==> src/rtl/fm_pkg.sv <==
// Shared types and constants for the fast-multiplier chip.
package fm_pkg;

   localparam int DATA_W      = 8;
   localparam int N           = 4;
   localparam int ACC_W       = 16;
   localparam int LOAD_CYCLES = 5;
   localparam int MM_CYCLES   = 12;
   localparam int NREG        = 2 * N;
   localparam int CNT_W       = 4;

   localparam logic [CNT_W-1:0] LOAD_LAST = CNT_W'(LOAD_CYCLES - 1);
   localparam logic [CNT_W-1:0] MM_LAST   = CNT_W'(MM_CYCLES - 1);

   typedef enum logic [1:0] {
      ST_IDLE   = 2'd0,
      ST_LOAD   = 2'd1,
      ST_MATMUL = 2'd2,
      ST_DONE   = 2'd3
   } fm_state_e;

   // Field view of the 7-bit AUX command bus.
   typedef struct packed {
      logic [2:0] reg_sel;
      logic [1:0] idx;
      logic       load;
      logic       write;
   } aux_t;

   typedef logic [N-1:0][N-1:0][DATA_W-1:0] opmat_t;
   typedef logic [N-1:0][N-1:0][ACC_W-1:0]  accmat_t;

   // Pick the upper or lower byte of a 16-bit result word.
   function automatic logic [DATA_W-1:0] sel_byte(input logic [ACC_W-1:0] w, input logic hi);
      return hi ? w[ACC_W-1:DATA_W] : w[DATA_W-1:0];
   endfunction

endpackage

==> src/rtl/fm_if.sv <==
// Host-side pad bundle of the fast-multiplier chip.
interface fm_if;
   import fm_pkg::*;

   logic              en;
   logic [6:0]        AUX;
   logic [DATA_W-1:0] data_in;
   logic [DATA_W-1:0] DATA_OUT;
   logic              INTERRUPT_PIN;
   logic              READ_LED;
   logic              WRITE_LED;
   logic              LOAD_LED;
   logic              MATMUL_LED;
   logic              EN_LED;

   modport master (
      output en, AUX, data_in,
      input  DATA_OUT, INTERRUPT_PIN, READ_LED, WRITE_LED, LOAD_LED, MATMUL_LED, EN_LED
   );

   modport slave (
      input  en, AUX, data_in,
      output DATA_OUT, INTERRUPT_PIN, READ_LED, WRITE_LED, LOAD_LED, MATMUL_LED, EN_LED
   );

endinterface

==> src/rtl/matmul_core.sv <==
// 4x4 multiply-accumulate array: one rank-1 update (column k of A times row k
// of B) per cycle, so a full product takes N cycles after start.
module matmul_core
   import fm_pkg::*;
(
   input  logic    clk_i,
   input  logic    clear_i,
   input  logic    start_i,
   input  opmat_t  a_i,
   input  opmat_t  b_i,
   output accmat_t c_o,
   output logic    done_o
);

   logic [1:0] k_q;
   logic       busy_q;
   logic       done_q;
   accmat_t    acc_q;
   accmat_t    acc_d;

   // Next accumulator value: add the k-th outer product to every cell.
   always_comb begin
      acc_d = acc_q;
      for (int i = 0; i < N; i++) begin
         for (int j = 0; j < N; j++) begin
            acc_d[i][j] = acc_q[i][j] + (ACC_W'(a_i[i][k_q]) * ACC_W'(b_i[k_q][j]));
         end
      end
   end

   // Sequencer: clear accumulators on start, step k while busy, flag done.
   always_ff @(posedge clk_i) begin
      if (clear_i) begin
         acc_q  <= '0;
         k_q    <= 2'd0;
         busy_q <= 1'b0;
         done_q <= 1'b0;
      end else if (start_i) begin
         acc_q  <= '0;
         k_q    <= 2'd0;
         busy_q <= 1'b1;
         done_q <= 1'b0;
      end else if (busy_q) begin
         acc_q <= acc_d;
         k_q   <= k_q + 2'd1;
         if (k_q == 2'(N - 1)) begin
            busy_q <= 1'b0;
            done_q <= 1'b1;
         end
      end
   end

   assign c_o    = acc_q;
   assign done_o = done_q;

endmodule

==> src/rtl/chip_top.sv <==
// Pad-level top of the fast-multiplier chip: command decode, FSM, operand and
// result files, read mux, status LEDs.
module chip_top
   import fm_pkg::*;
(
   input logic  clk,
   input logic  clear,
   fm_if.slave  bus
);

   fm_state_e                          state_q;
   logic [CNT_W-1:0]                   cnt_q;
   logic [NREG-1:0][N-1:0][DATA_W-1:0] op_q;
   accmat_t                            res_q;
   opmat_t                             snap_a_q;
   opmat_t                             snap_b_q;
   logic                               start_q;
   logic [DATA_W-1:0]                  data_out_q;
   logic                               irq_q;

   aux_t              aux_s;
   logic              busy_s;
   logic [DATA_W-1:0] rd_byte_s;
   accmat_t           core_c_s;
   logic              core_done_s;

   assign aux_s     = aux_t'(bus.AUX);
   assign busy_s    = (state_q == ST_LOAD) || (state_q == ST_MATMUL);
   assign rd_byte_s = sel_byte(res_q[aux_s.reg_sel[1:0]][aux_s.idx], aux_s.reg_sel[2]);

   matmul_core u_core (
      .clk_i   (clk),
      .clear_i (clear),
      .start_i (start_q),
      .a_i     (snap_a_q),
      .b_i     (snap_b_q),
      .c_o     (core_c_s),
      .done_o  (core_done_s)
   );

   // Main FSM with operand/result files and registered host outputs.
   always_ff @(posedge clk) begin
      if (clear) begin
         state_q    <= ST_IDLE;
         cnt_q      <= '0;
         op_q       <= '0;
         res_q      <= '0;
         snap_a_q   <= '0;
         snap_b_q   <= '0;
         start_q    <= 1'b0;
         data_out_q <= '0;
         irq_q      <= 1'b0;
      end else begin
         start_q <= 1'b0;
         case (state_q)
            ST_IDLE, ST_DONE: begin
               if (bus.en) begin
                  if (aux_s.load) begin
                     state_q <= ST_LOAD;
                     cnt_q   <= '0;
                     irq_q   <= 1'b0;
                  end else if (aux_s.write) begin
                     op_q[aux_s.reg_sel][aux_s.idx] <= bus.data_in;
                     irq_q <= 1'b0;
                  end else begin
                     data_out_q <= rd_byte_s;
                  end
               end
            end
            ST_LOAD: begin
               if (cnt_q == LOAD_LAST) begin
                  // Operand writes are blocked while busy, so the file is stable here.
                  snap_a_q <= op_q[N-1:0];
                  snap_b_q <= op_q[NREG-1:N];
                  start_q  <= 1'b1;
                  state_q  <= ST_MATMUL;
                  cnt_q    <= '0;
               end else begin
                  cnt_q <= cnt_q + CNT_W'(1);
               end
            end
            ST_MATMUL: begin
               if (cnt_q == MM_LAST) begin
                  // The core finishes in N+1 cycles, well inside the MATMUL window.
                  if (core_done_s) begin
                     res_q <= core_c_s;
                  end
                  state_q <= ST_DONE;
                  cnt_q   <= '0;
                  irq_q   <= 1'b1;
               end else begin
                  cnt_q <= cnt_q + CNT_W'(1);
               end
            end
            default: begin
               state_q <= ST_IDLE;
               cnt_q   <= '0;
            end
         endcase
      end
   end

   assign bus.DATA_OUT      = data_out_q;
   assign bus.INTERRUPT_PIN = irq_q;
   assign bus.EN_LED        = bus.en;
   assign bus.WRITE_LED     = ~clear & bus.en & ~aux_s.load & aux_s.write & ~busy_s;
   assign bus.READ_LED      = ~clear & bus.en & ~aux_s.load & ~aux_s.write & ~busy_s;
   assign bus.LOAD_LED      = (state_q == ST_LOAD);
   assign bus.MATMUL_LED    = (state_q == ST_MATMUL);

endmodule

==> src/flat_wrapper.sv <==
// flat-port wrapper written by rule: the top's interface ports become plain ports
module chip_top_flat import fm_pkg::*;
  (clk, clear, bus_en, bus_AUX, bus_data_in, bus_DATA_OUT, bus_INTERRUPT_PIN, bus_READ_LED, bus_WRITE_LED, bus_LOAD_LED, bus_MATMUL_LED, bus_EN_LED);
  fm_if bus_i ();
  input logic clk;
  input logic clear;
  input wire logic [$bits(bus_i.en)-1:0] bus_en;
  input wire logic [$bits(bus_i.AUX)-1:0] bus_AUX;
  input wire logic [$bits(bus_i.data_in)-1:0] bus_data_in;
  output wire logic [$bits(bus_i.DATA_OUT)-1:0] bus_DATA_OUT;
  output wire logic [$bits(bus_i.INTERRUPT_PIN)-1:0] bus_INTERRUPT_PIN;
  output wire logic [$bits(bus_i.READ_LED)-1:0] bus_READ_LED;
  output wire logic [$bits(bus_i.WRITE_LED)-1:0] bus_WRITE_LED;
  output wire logic [$bits(bus_i.LOAD_LED)-1:0] bus_LOAD_LED;
  output wire logic [$bits(bus_i.MATMUL_LED)-1:0] bus_MATMUL_LED;
  output wire logic [$bits(bus_i.EN_LED)-1:0] bus_EN_LED;
  assign bus_i.en = bus_en;
  assign bus_i.AUX = bus_AUX;
  assign bus_i.data_in = bus_data_in;
  assign bus_DATA_OUT = bus_i.DATA_OUT;
  assign bus_INTERRUPT_PIN = bus_i.INTERRUPT_PIN;
  assign bus_READ_LED = bus_i.READ_LED;
  assign bus_WRITE_LED = bus_i.WRITE_LED;
  assign bus_LOAD_LED = bus_i.LOAD_LED;
  assign bus_MATMUL_LED = bus_i.MATMUL_LED;
  assign bus_EN_LED = bus_i.EN_LED;
  chip_top u_core (.clk(clk), .clear(clear), .bus(bus_i));
endmodule
==> config.mk <==
export PLATFORM = sky130hd
export DESIGN_NAME = chip_top_flat
export DESIGN_NICKNAME = d
export VERILOG_FILES = /design/src/rtl/fm_pkg.sv /design/src/rtl/fm_if.sv /design/src/rtl/matmul_core.sv /design/src/rtl/chip_top.sv /design/src/flat_wrapper.sv
export SDC_FILE = /design/constraint.sdc
export NUM_CORES = 2
export LEC_CHECK = 0
export BUFFER_PORTS_ARGS = -buffer_cell sky130_fd_sc_hd__buf_4
export CAP_MARGIN = 20
export CELL_PAD_IN_SITES_DETAIL_PLACEMENT = 2
export CELL_PAD_IN_SITES_GLOBAL_PLACEMENT = 2
export CORE_MARGIN = 5
export CORE_UTILIZATION = 35
export CTS_CLUSTER_SIZE = 30
export DETAILED_ROUTE_END_ITERATION = 6
export PLACE_DENSITY = 0.71
export REMOVE_ABC_BUFFERS = 1
export SLEW_MARGIN = 5
export SYNTH_ARGS = -nofsm -noshare
export SYNTH_HDL_FRONTEND = slang
export SYNTH_HIERARCHICAL = 1
export SYNTH_SLANG_ARGS = --single-unit
==> constraint.sdc <==
create_clock -name clk -period 6.7 [get_ports clk]
set_input_delay 0.67 -clock clk [delete_from_list [all_inputs] [get_ports clk]]
set_output_delay 0.67 -clock clk [all_outputs]
set_load 0.01 [all_outputs]
## Word level (Yosys, flattened, before mapping)

Index checks and enable logic that the tools add are counted.

| cells by class | value |
|---|---|
| eq/ne operators | 11 |
| multiplexer cells | 39 |
| divide/modulo/power cells | 0 |
| $mul | 16 |
| shift operators | 0 |
| $lt $le $gt $ge | 6 |
| bitwise gates (word level) | 11 |
| reduce and logical (&&, ||, !) cells | 16 |
| $add $sub $neg | 18 |

Operators by type and width:

| kind | number |
|---|---|
| $add A16 B16 Y16 | 16 |
| $bwmux W256 | 1 |
| $mul A8 B8 Y16 | 16 |
| $bmux W64 S2 | 1 |
| $demux W32 S3 | 1 |
| $bmux W32 S2 | 1 |
| $bmux W8 S2 | 4 |
| $mux W32 | 2 |
| $mux W64 | 1 |
| $mux W8 | 6 |
| $bmux W16 S2 | 1 |
| $demux W8 S2 | 1 |
| $mux W16 | 1 |
| $mux W4 | 4 |
| $reduce_and A4 Y1 | 4 |
| $pmux W4 S3 | 1 |
| $lt A2 B3 Y1 const B | 3 |
| $mux W1 | 8 |
| $mux W2 | 4 |
| $and A1 B1 Y1 | 6 |
| $eq A2 B2 Y1 const B | 3 |
| $pmux W2 S3 | 1 |
| $reduce_and A2 Y1 | 3 |
| $reduce_or A2 Y1 | 3 |
| 18 further kinds | 25 |

| word-level totals | value |
|---|---|
| input port bits | 18 |
| memory bits (writable) | 0 |
| memories | 0 |
| bits in read-only memories | 0 |
| bits in latches | 0 |
| flip-flop bits (word level) | 1,044 |
| output and inout bits | 14 |

## Longest topological paths before layout

| depth | value |
|---|---|
| word-level depth | 7 |
| mapped depth | 24 |

## Cells and area by module

The synthesis kept the hierarchy.

Modules (own cells, without submodules):

| module | times used | area an instance (µm²) | cells an instance | sequential area each (µm²) |
|---|---|---|---|---|
| matmul_core | 1 | 51,125.3 | 6,277 | 5,205.0 |
| chip_top | 1 | 29,580.9 | 3,420 | 15,695.1 |

## Least setup slack after synthesis

Ideal clock, no wire load.

| timing | value |
|---|---|
| path type | flip-flop to flip-flop |
| start point | reg u_core.u_core.k_q[0] |
| end point | reg u_core.u_core.acc_q, in the netlist u_core/u_core/c_o[207] |
| required time | 6,579 ps |
| setup time | 121 ps |
| data arrival time | 5,118 ps |
| clock period less this slack | 5,239 ps |
| path slack | 1,461 ps |
| stages on the path, launching flop included | 21 |
| path buffers | 4 |
| path through | dfxtp_1 > buf_4 > buf_2 > buf_4 > mux2i_1 > nand2_1 > o21ai_0 > clkbuf_1 > nor2_1 > fa_1 > fa_1 > fa_1 > inv_1 > fa_1 > inv_1 > ha_1 > or3_4 > o2111a_1 > or3b_1 > a31oi_1 > nor3b_2 |

| between the ends | value |
|---|---|
| word-level cells in the longest chain between the ends | 4 |
| elaborated cells on any way between the ends | 6 |
| classes of those cells | add/sub: 1; mul: 1; mux: 4 |

Ends and longest elaborated chain:

| item | RTL line | text |
|---|---|---|
| start: declaration | matmul_core.sv:15 | `logic [1:0] k_q;` |
| start signal: assignment | matmul_core.sv:45 | `k_q <= k_q + 2'd1;` |
| $bmux W8 S2 / $bmux W32 S2 (equally long branches) | matmul_core.sv:26 | `acc_d[i][j] = acc_q[i][j] + (ACC_W'(a_i[i][k_q]) * ACC_W'(b_i[k_q][j]));` |
| $mux W8 (not written as such) / $mux W32 (equally long branches) | - |  |
| $mul A8 B8 Y16 (*) | matmul_core.sv:26 |  |
| $add A16 B16 Y16 (*) | matmul_core.sv:26 |  |
| end signal: assignment | matmul_core.sv:34 | `acc_q <= '0;` |
| end signal: assignment | matmul_core.sv:39 | `acc_q <= '0;` |
| end signal: assignment | matmul_core.sv:44 | `acc_q <= acc_d;` |
| end: declaration | matmul_core.sv:18 | `accmat_t acc_q;` |

Mark *: on every way between the ends. The rest lies on a longest branch, timed or not. The select of a mux whose other input is x is not followed.
A chain may end at the register's enable or synchronous reset.

## Final worst setup path

| timing | value |
|---|---|
| start point | reg u_core.u_core.k_q[0] |
| end point | reg u_core.u_core.acc_q, in the netlist u_core/u_core/c_o[142] |

Same word-level chain as after synthesis.

==> results.json <==
{
  "outcome": "completed",
  "grtUsageTotal": 0.276,
  "first_pass_grt_wire_length_mm": 502,
  "netlist_area_um2": 80700,
  "worstPathRequired_ps": 7350,
  "post_synthesis_cell_count": 9697,
  "path_max_fanout": 18,
  "switching_share": 0.256,
  "die_height_um": 490,
  "post_synth_main_area_contributors": "sky130_fd_sc_hd__dfxtp_1 26%, sky130_fd_sc_hd__fa_1 20%, sky130_fd_sc_hd__ha_1 8.8%",
  "via_per_inst": 5.37,
  "gr-total-overflow": 0,
  "hpwlAfterDp_mm": 237,
  "synth.most_common_cell": "sky130_fd_sc_hd__nand2_1",
  "post_cts_buffers": 0,
  "combinational_share_of_power": 0.037,
  "power_frac_clock": 0.537,
  "clkLatencyLatePin_ps": 830,
  "finalWeightedCongestion": 0.862,
  "holdCritPathClass": "input port to flop",
  "worst_slew_pin_slew_ps": 1220,
  "drt-initial-drc-count": 4019,
  "boundaryPins": 32,
  "final.setup.worst_slack_ps": 174,
  "fp.coreArea_um2": 230000,
  "synth_enable_flop_cells": 0,
  "synth_async_reset_ratio": 0,
  "ys.flop_type": "sky130_fd_sc_hd__dfxtp_1",
  "cts-htree-levels": 4,
  "min_delay_path_depth": 2,
  "ys_ff_latch": 1044,
  "row_count": 176,
  "setup_repair_after_global_routing_missed_its_margin": "false",
  "setup_viol_count_final": 0,
  "synth_top_area_share": 0.259,
  "place.detailed.instances": 12400,
  "effective_utilization_at_floorplan": 0.351,
  "cts_root_buffer": "sky130_fd_sc_hd__clkbuf_16",
  "final_max_slew_viol_count": 0,
  "die_area_um2": 240000,
  "power-per-cell-area_nw_per_um2": 164,
  "period_share": 0.974,
  "max_cap_violations": 0,
  "count_of_unresolved_drc_violations_after_routing": 0,
  "vias_in_the_first_global_route": 76100,
  "synth_largest_area_cell": "sky130_fd_sc_hd__dfxtp_1",
  "timing.fmax_mhz": 153,
  "post_route_cells_drive_above_1_share": 0.0739,
  "syn_avg_cell_area_um2": 8.32,
  "hold_buffers": 0,
  "power.sequential.fraction": 0.426,
  "dr.pass1.iters": 5,
  "routed_wire_length_mm": 337,
  "arrival_ps": 7180,
  "fp.dieW_um": 490,
  "period_minus_slack_ps": 6530,
  "numCtsBuffers": 138,
  "totalPowerFinal_mw": 14.7,
  "fin_cells": 12700,
  "initial_antenna_violation_count": 22,
  "clkSlewWorstSetupHoldPaths_ps": 60,
  "route.vias.total": 68200,
  "cts_tree": "built",
  "synth_top_cells_by_count": "1794 x sky130_fd_sc_hd__nand2_1, 1555 x sky130_fd_sc_hd__inv_1, 1044 x sky130_fd_sc_hd__dfxtp_1",
  "yosysWarnings": 6,
  "numClockSinks": 1044,
  "endpoint_kind": "flop",
  "io_buffers": 31,
  "final_antenna_net_count": 0,
  "path_class": "flop to flop",
  "pin_count_of_the_biggest_net_entering_global_routing": 202,
  "start_kind": "flop",
  "synthToLayoutAreaGrowth_pct": 11.2,
  "cellInternalPower_mw": 10.9,
  "average_wire_length_per_cell_after_detail_routing_um": 26.5,
  "hold_viol": 0,
  "leakagePower_nw": 38.7,
  "cts-root-to-sink-buffers": 3,
  "pre_cts_slack_ps": 289,
  "cts.repair.resized": 0,
  "switchingPower_mw": 3.77,
  "max-slew-margin-rel": 0.185,
  "yosysSeqAreaShare": 0.259,
  "yosysUniqueCellTypes": 91,
  "final_nets": 10900,
  "vdd_ir_drop_max_v": 0.000225,
  "clock-skew-final_ps": 54.8,
  "ff2ff_path_depth": 19
}
==> layer usage <==
layer / part of all wire / vias to the layer above / track usage
li1: - / 30300 / -
met1: 0.44 / 35900 / 0.362
met2: 0.47 / 1483 / 0.463
met3: 0.051 / 486 / 0.0410
met4: 0.041 / 8 / 0.102
met5: 0.00015 / - / 0
==> final timing paths <==
path | from | to | slack (ps)
min reg2reg | u_core/op_q[215] | u_core/snap_b_q[87] | 440
min | clear | u_core/op_q[116] | 270
max | u_core/u_core/k_q[0] | u_core/u_core/c_o[142] | 170
max reg2reg | u_core/u_core/k_q[0] | u_core/u_core/c_o[142] | 170
==> layout by cell type, fill, tap and decap left out, types with 25 or more instances in the layout <==
| master | instances |
|---|---|
| sky130_fd_sc_hd__a211oi_1 | 84 |
| sky130_fd_sc_hd__a21o_1 | 54 |
| sky130_fd_sc_hd__a21oi_1 | 713 |
| sky130_fd_sc_hd__and2_1 | 49 |
| sky130_fd_sc_hd__buf_12 | 48 |
| sky130_fd_sc_hd__buf_4 | 212 |
| sky130_fd_sc_hd__clkbuf_16 | 141 |
| sky130_fd_sc_hd__clkbuf_8 | 27 |
| sky130_fd_sc_hd__clkinv_2 | 26 |
| sky130_fd_sc_hd__dfxtp_1 | 1040 |
| sky130_fd_sc_hd__fa_1 | 800 |
| sky130_fd_sc_hd__ha_1 | 566 |
| sky130_fd_sc_hd__inv_1 | 1555 |
| sky130_fd_sc_hd__mux2_2 | 60 |
| sky130_fd_sc_hd__mux2i_1 | 445 |
| sky130_fd_sc_hd__mux4_2 | 43 |
| sky130_fd_sc_hd__nand2_1 | 1793 |
| sky130_fd_sc_hd__nand3_1 | 56 |
| sky130_fd_sc_hd__nand3b_1 | 30 |
| sky130_fd_sc_hd__nor2_1 | 956 |
| sky130_fd_sc_hd__nor2b_1 | 28 |
| sky130_fd_sc_hd__nor3_1 | 92 |
| sky130_fd_sc_hd__o21a_1 | 101 |
| sky130_fd_sc_hd__o21ai_0 | 123 |
| sky130_fd_sc_hd__o21ai_2 | 46 |
| sky130_fd_sc_hd__o21bai_1 | 27 |
| sky130_fd_sc_hd__o22ai_1 | 46 |
| sky130_fd_sc_hd__or3_1 | 28 |
| sky130_fd_sc_hd__xnor2_1 | 75 |
| sky130_fd_sc_hd__xor2_1 | 25 |
==> metrics by stage <==
step	area, um2	util	hold WS, ps	TNS (ps)
6_report	89700	0.391	274	0
5_1_grt	89700	0.391	262	0
4_1_cts	89700	0.391	214	0
3_5_place_dp	84900	0.370	447	0
3_3_place_gp	84800	0.369	435	0
2_1_floorplan	78300	-	425	-560240
==> flip-flops by register name, summed over array words and instances (netlist names) <==
signal                    count
u_core/u_core/busy_q          1
u_core/res_q                256
u_core/snap_b_q             128
u_core/cnt_q                  4
u_core/bus.INTERRUPT_PIN      1
u_core/u_core/c_o           256
u_core/bus.DATA_OUT           8
u_core/start_q                1
u_core/snap_a_q             128
u_core/op_q                 256
u_core/u_core/k_q             2
u_core/u_core/done_o          1
u_core/state_q                2
==> power groups by stage <==
| stage | Sequential [mW] | Clock [mW] | Combinational (mW) |
|---|---|---|---|
| 6_report | 6.25 | 7.89 | 0.551 |
| 5_1_grt | 6.25 | 8.32 | 0.583 |
| 4_1_cts | 6.25 | 8.10 | 0.553 |
| 3_5_place_dp | 6.39 | 0 | 0.550 |
| 3_3_place_gp | 6.39 | 0 | 0.533 |
| 2_1_floorplan | 6.38 | 0 | 0.197 |
==> critical path, cell delays in order, from the launching register on <==
cell	delay, ps
sky130_fd_sc_hd__dfxtp_4	620
sky130_fd_sc_hd__buf_12	220
sky130_fd_sc_hd__buf_12	180
sky130_fd_sc_hd__mux2_2	370
sky130_fd_sc_hd__o21ai_2	690
sky130_fd_sc_hd__buf_4	370
sky130_fd_sc_hd__nor2_1	80
sky130_fd_sc_hd__fa_1	390
sky130_fd_sc_hd__fa_1	500
sky130_fd_sc_hd__inv_1	60
sky130_fd_sc_hd__fa_1	520
sky130_fd_sc_hd__fa_1	540
sky130_fd_sc_hd__inv_1	60
sky130_fd_sc_hd__ha_1	320
sky130_fd_sc_hd__o21ai_0	160
sky130_fd_sc_hd__o21bai_1	220
sky130_fd_sc_hd__a21boi_0	190
sky130_fd_sc_hd__o41ai_1	560
sky130_fd_sc_hd__xnor2_1	190
sky130_fd_sc_hd__o22ai_1	100
==> kinds of logic (layout without fill, tap and decap cells) <==
logic type	after synthesis	count (layout)	synth area share
DFF	1044	1044	0.259
buffers and inverters	2108	2071	0.103
and+or+nand+nor	3180	3180	0.163
muxes	558	558	0.0788
xor gates and xnor gates	100	100	0.0109
AOI/OAI and AO/OA	1341	1341	0.0995
other	0	5	0
adders and majority gates	1366	1366	0.286
==> area by class of cell <==
type / count / area (um2)
Fill cell: 25600 / 140000
Multi-Input combinational cell: 6545 / 51700
Sequential cell: 1044 / 20900
Inverter: 1556 / 5850
Clock buffer: 190 / 3980
Tap cell: 3026 / 3790
Timing Repair Buffer: 267 / 2660
Clock inverter: 58 / 807
Antenna cell: 5 / 12.5
Power figures use the tool's default switching activity.
